File: src/rtl/player_mover.sv
// Two-player tile mover: validates one move request at a time and commits it on a frame tick.
// Optional build macro PLAYER_MOVER_WRAP_EN makes off-grid targets wrap to the opposite edge.
module player_mover #(
  parameter int HMAXTILE        = 9,
  parameter int VMAXTILE        = 5,
  parameter int COOLDOWN_FRAMES = 4
) (
  input  logic                                    clk,
  input  logic                                    rst,
  input  logic                                    key_valid,
  output logic                                    key_ready,
  input  logic                                    key_player,
  input  logic [1:0]                              key_dir,
  input  logic                                    frame_tick,
  input  logic [(HMAXTILE+1)*(VMAXTILE+1):0]      walkAble,
  output logic [3:0]                              curAh,
  output logic [3:0]                              curAv,
  output logic [3:0]                              curBh,
  output logic [3:0]                              curBv,
  output logic                                    move_ok,
  output logic                                    move_rej,
  output logic [1:0]                              rej_code
);

  localparam int WALK_W = (HMAXTILE + 1) * (VMAXTILE + 1) + 1;
  localparam int IW     = $clog2(WALK_W);
  localparam logic signed [5:0] HMAX_S = 6'(HMAXTILE);
  localparam logic signed [5:0] VMAX_S = 6'(VMAXTILE);

  typedef enum logic [1:0] {IDLE, EVAL, WAIT} state_t;

  state_t state, nextState;

  logic              reqPlayer_p0;
  logic [1:0]        reqDir_p0;
  logic [3:0]        tgtH_p1, tgtV_p1;
  logic [3:0]        cdA, cdB;

  logic [3:0]        selH, selV, othH, othV, selCd;
  logic signed [5:0] rawH, rawV;
  logic [3:0]        th, tv;
  logic              offGrid, bound, occupied, walkOk, fail;
  logic [IW-1:0]     idx;
  logic [1:0]        rejCode;
  logic              doAccept, doReject, doPass, doCommit;

  function automatic logic [3:0] nextCd(input logic [3:0] cd, input logic tick,
                                        input logic load);
    if (load) return 4'(COOLDOWN_FRAMES);
    if (tick && cd != 4'd0) return cd - 4'd1;
    return cd;
  endfunction

  // Evaluation stage: target tile and rejection checks for the latched request
  always_comb begin
    selH  = reqPlayer_p0 ? curBh : curAh;
    selV  = reqPlayer_p0 ? curBv : curAv;
    othH  = reqPlayer_p0 ? curAh : curBh;
    othV  = reqPlayer_p0 ? curAv : curBv;
    selCd = reqPlayer_p0 ? cdB : cdA;
    rawH  = signed'({2'b00, selH});
    rawV  = signed'({2'b00, selV});
    case (reqDir_p0)
      2'd0:    rawV = rawV - 6'sd1;
      2'd1:    rawV = rawV + 6'sd1;
      2'd2:    rawH = rawH - 6'sd1;
      default: rawH = rawH + 6'sd1;
    endcase
    offGrid = (rawH < 6'sd0) || (rawH > HMAX_S) || (rawV < 6'sd0) || (rawV > VMAX_S);
`ifdef PLAYER_MOVER_WRAP_EN
    th    = (rawH < 6'sd0) ? 4'(HMAXTILE) : (rawH > HMAX_S) ? 4'd0 : rawH[3:0];
    tv    = (rawV < 6'sd0) ? 4'(VMAXTILE) : (rawV > VMAX_S) ? 4'd0 : rawV[3:0];
    bound = 1'b0;
`else
    th    = rawH[3:0];
    tv    = rawV[3:0];
    bound = offGrid;
`endif
    // An off-grid index would point outside the map, so park it on tile 0
    idx      = bound ? '0 : (IW'(tv) * IW'(HMAXTILE + 1) + IW'(th));
    walkOk   = walkAble[idx];
    occupied = (th == othH) && (tv == othV);
    fail     = 1'b1;
    rejCode  = 2'd0;
    if (selCd != 4'd0)  rejCode = 2'd3;
    else if (bound)     rejCode = 2'd0;
    else if (!walkOk)   rejCode = 2'd1;
    else if (occupied)  rejCode = 2'd2;
    else                fail = 1'b0;
  end

  always_comb begin
    nextState = state;
    key_ready = 1'b0;
    doAccept  = 1'b0;
    doReject  = 1'b0;
    doPass    = 1'b0;
    doCommit  = 1'b0;
    case (state)
      IDLE: begin
        key_ready = 1'b1;
        if (key_valid) begin
          doAccept  = 1'b1;
          nextState = EVAL;
        end
      end
      EVAL: begin
        doReject  = fail;
        doPass    = !fail;
        nextState = fail ? IDLE : WAIT;
      end
      WAIT: begin
        if (frame_tick) begin
          doCommit  = 1'b1;
          nextState = IDLE;
        end
      end
      default: nextState = IDLE;
    endcase
  end

  always_ff @(posedge clk) begin
    if (rst) state <= IDLE;
    else     state <= nextState;
  end

  // Commit stage: positions, cooldowns and result pulses
  always_ff @(posedge clk) begin
    if (rst) begin
      curAh    <= 4'd0;
      curAv    <= 4'd0;
      curBh    <= 4'(HMAXTILE);
      curBv    <= 4'(VMAXTILE);
      cdA      <= 4'd0;
      cdB      <= 4'd0;
      move_ok  <= 1'b0;
      move_rej <= 1'b0;
      rej_code <= 2'd0;
    end else begin
      move_ok  <= doCommit;
      move_rej <= doReject;
      if (doReject) rej_code <= rejCode;
      cdA <= nextCd(cdA, frame_tick, doCommit && !reqPlayer_p0);
      cdB <= nextCd(cdB, frame_tick, doCommit && reqPlayer_p0);
      if (doCommit && !reqPlayer_p0) begin
        curAh <= tgtH_p1;
        curAv <= tgtV_p1;
      end
      if (doCommit && reqPlayer_p0) begin
        curBh <= tgtH_p1;
        curBv <= tgtV_p1;
      end
    end
  end

  // Request and target latches carry no reset; the FSM qualifies them
  always_ff @(posedge clk) begin
    if (doAccept) begin
      reqPlayer_p0 <= key_player;
      reqDir_p0    <= key_dir;
    end
    if (doPass) begin
      tgtH_p1 <= th;
      tgtV_p1 <= tv;
    end
  end

endmodule
File: config.mk
export PLATFORM = sky130hd
export DESIGN_NAME = player_mover
export DESIGN_NICKNAME = d
export VERILOG_FILES = /design/src/rtl/player_mover.sv
export SDC_FILE = /design/constraint.sdc
export NUM_CORES = 1
export LEC_CHECK = 0
export ABC_AREA = 1
export ABC_CLOCK_PERIOD_IN_PS = 10450
export CAP_MARGIN = 5
export CORE_MARGIN = 8
export CORE_UTILIZATION = 53
export CTS_CLUSTER_SIZE = 14
export DETAILED_ROUTE_END_ITERATION = 6
export GPL_TIMING_DRIVEN = 0
export PLACE_DENSITY_LB_ADDON = 0.08
export SLEW_MARGIN = 20
export SYNTH_ARGS = -nofsm -noshare
export SYNTH_HDL_FRONTEND = slang
export SYNTH_SLANG_ARGS = --single-unit
export TNS_END_PERCENT = 20
File: constraint.sdc
create_clock -name clk -period 10.45 [get_ports clk]
set_input_delay 1.5675 -clock clk [delete_from_list [all_inputs] [get_ports clk]]
set_output_delay 1.5675 -clock clk [all_outputs]
set_load 0.02 [all_outputs]
==> flow_summary_export.csv <==
group,metric,value,unit
worst_hold_path,holdPathEnd,"state[0]$_SDFFE_PP0P_",
floorplan,die_x,94.1,um
route,via_per_inst,5.28,
route,drt_iter0_drc,252,
synth,synth_most_common_cell,"nand2_1",
worst_hold_path,hold_path_depth,1,
timing,slew_viol_final,0,
synth,synth_area,0.00323,mm2
critical_path,worst_setup_path_start_kind,"flop",
timing,fin_crit,4160,ps
clocking,clk_path_buf_depth,2,
route,drt_wl_total,9380,um
route,drtPass1Iterations,5,
synth,ys.flop_type,"dfxtp_1",
synth,ys_warn_count,0,
finish,final_nets,676,
route,antenna_left,0,
floorplan,ioPinCount,89,
synth,synth_top_cell_by_area,"dfxtp_1",
finish,regArea,931,um2
finish,drive_gt1_frac,0.0839,
floorplan,initial_utilization,0.546,
finish,n_fill_cell,527,
timing,fin_worst_skew,5.78,ps
global_routing,grt_pass1_vias,3257,
clocking,cts.clk_slew.worst_paths,90,ps
clocking,htreeDepth,2,
critical_path,r2r_slack,6290,ps
status,outcome,"completed",
timing,period_share,0.398,
timing,setup_violations,0,
synth,ys_ff_latch,41,
run,maxCapViolCount,0,
clocking,numCtsBuffers,5,
synth,synth-edff-count,11,
floorplan,die_h,94.1,um
synth,syn_nets,582,
critical_path,crit_path_max_fanout,10,
timing,rsz0062_at_grt,"no",
clocking,ctsHoldBuffers,0,
route,remaining_drc_errors,0,
critical_path,crit_type,"flop to flop",
floorplan,die-area,0.00885,mm2
placed_design,place_ws,6350,ps
timing,clock.fmax,0.240,GHz
global_routing,grt_pass1_wl,15100,um
placed_design,portBuffers,87,
timing,worstMarginPinSlew,842,ps
clocking,ctsResizeCount,0,
critical_path,cp-end-kind,"flop",
worst_hold_path,holdCritStartpoint,"state[1]$_SDFFE_PP0P_",
synth,syn_avg_cell_area,6.45,um2
placed_design,gp_congestion,0.909,
timing,hold_viol,0,
clocking,post_cts_buffers,0,
critical_path,worstReg2RegEnd,"tgtH_p1[1]$_DFFE_PP_",
finish,areaGrowthSynthToFinish,33.3,%
finish,multiInputGateArea,0.00196,mm2
finish,diodes,0,
route,vias,3546,
timing,slew-limit-headroom,0.434,
clocking,cts_tree,"yes",
global_routing,antenna_found_initial,0,
synth,netlist_instances,501,
clocking,clk_latency,290,ps
critical_path,r2r-start,"reqPlayer_p0$_DFFE_PP_",
finish,final_cells,671,
clocking,clock_sinks,41,
synth,seq_area_frac_synth,0.288,
pwr,leakage,2.04,nW
synth,netlist_top_cells_count,"nand2_1, nand3_1, inv_1",
pwr,power_density,137,mW/mm2
synth,synthTopCellsByArea,"dfxtp_1, nand2_1, nand3_1, edfxtp_1, inv_1",
clocking,root_buffer,"clkbuf_8",
pwr,irDropWorstVdd,0.105,mV
global_routing,grt_usage,0.211,
critical_path,r2r_cells,19,
route,routedWlPerCell,14.0,um
critical_path,cp.required,10390,ps
synth,async_reset_ff_frac,0,
floorplan,design.core.area,0.00592,mm2
synth,synthDistinctLibCells,36,
floorplan,rows,28,
placed_design,dp_hpwl,7520,um
timing,worst_slack,6290,ps
global_routing,grt_max_degree,15,
placed_design,dp.cells,663,
synth,yosysTopAreaCellShare,0.186,
worst_hold_path,holdCritPathClass,"flop to flop",
critical_path,worstPathArrival,4100,ps
global_routing,grt-ovfl-total,0,
timing,setup_tns,0,ps
-- worst max-delay path, stage by stage (launching register included) --
cell and delay [ps]:
edfxtp_1 460, inv_2 110, buf_6 150, nand2_1 60
nand2_1 150, ha_1 270, o21ai_0 170, nand2_1 190
ha_1 280, fa_1 510, nand4_2 150, inv_1 270
nand3_1 140, nand3_1 90, nand2_1 70, nand2_1 70
nand3_2 90, nand2_2 90, nand2_2 60, nor2_2 400
-- cell type report --
class,instances,share of cell area
multi-input combinational,383,0.456
sequential,41,0.216
tap,75,0.0218
timing repair buffer,87,0.202
buffer,16,0.0250
clock buffer,6,0.0218
inverter,61,0.0532
clock inverter,2,0.00378
-- cell usage in the layout, fill, tap and decap left out, types with 5 or more instances in the layout --
cell and n:
a21oi_1 20, nand3_1 73, clkbuf_8 5, buf_2 5, nand2_2 10, nand2_1 151
nor3_1 5, ha_1 12, o21ai_0 26, inv_2 6, inv_1 54, dfxtp_1 30
xor2_1 13, edfxtp_1 11, clkdlybuf4s50_1 87, nor2_1 46
-- power breakdown --
part           switching (W)  internal, W
Clock              0.0000583    0.0000619
Sequential         0.0000109     0.000184
Combinational       0.000161     0.000114
Total               0.000230     0.000360
-- how the worst max path moves through the flow --
stage / depth (start not counted) / start / endpoint
6_report: 19 / reqPlayer_p0$_DFFE_PP_ / tgtH_p1[1]$_DFFE_PP_
3_5_place_dp: 19 / reqPlayer_p0$_DFFE_PP_ / tgtH_p1[1]$_DFFE_PP_
5_1_grt: 20 / reqPlayer_p0$_DFFE_PP_ / tgtV_p1[3]$_DFFE_PP_
4_1_cts: 19 / reqPlayer_p0$_DFFE_PP_ / tgtV_p1[3]$_DFFE_PP_
3_3_place_gp: 19 / reqPlayer_p0$_DFFE_PP_ / tgtH_p1[1]$_DFFE_PP_
2_1_floorplan: 22 / reqPlayer_p0$_DFFE_PP_ / tgtH_p1[0]$_DFFE_PP_
-- metrics by stage --
stage	power [W]	instance area (um2)	utilization	hold WS [ps]
after floorplan	0.000396	3230	-	444
after global placement	0.000463	4200	0.709	467
after detailed placement	0.000471	4200	0.709	469
after CTS	0.000591	4310	0.727	481
after global routing	0.000636	4310	0.727	515
final	0.000590	4310	0.727	491
-- state kept, by name (all words and copies together) (netlist names), 4 cells and up --
name,count
tgtH_p1,4
curAv,4
cdB,4
cdA,4
curAh,4
curBh,4
curBv,4
tgtV_p1,4
-- layer usage --
metal,vias to the layer above,share of wire,GRT usage
met5,-,0,0
met4,0,0.011,0.0502
met3,9,0.078,0.0392
met2,135,0.48,0.347
met1,1608,0.43,0.276
li1,1794,-,-
-- cell families (layout without fill, tap and decap cells) --
group,count (synthesis),count (layout),share of synthesized area
DFF,41,41,0.288
adders and majority gates,13,13,0.0527
buffers and inverters,77,172,0.104
xor gates and xnor gates,15,15,0.0407
AOI/OAI and AO/OA,52,52,0.0829
and+or+nand+nor,303,303,0.431
Note: power is estimated with default switching activity, not from simulation.
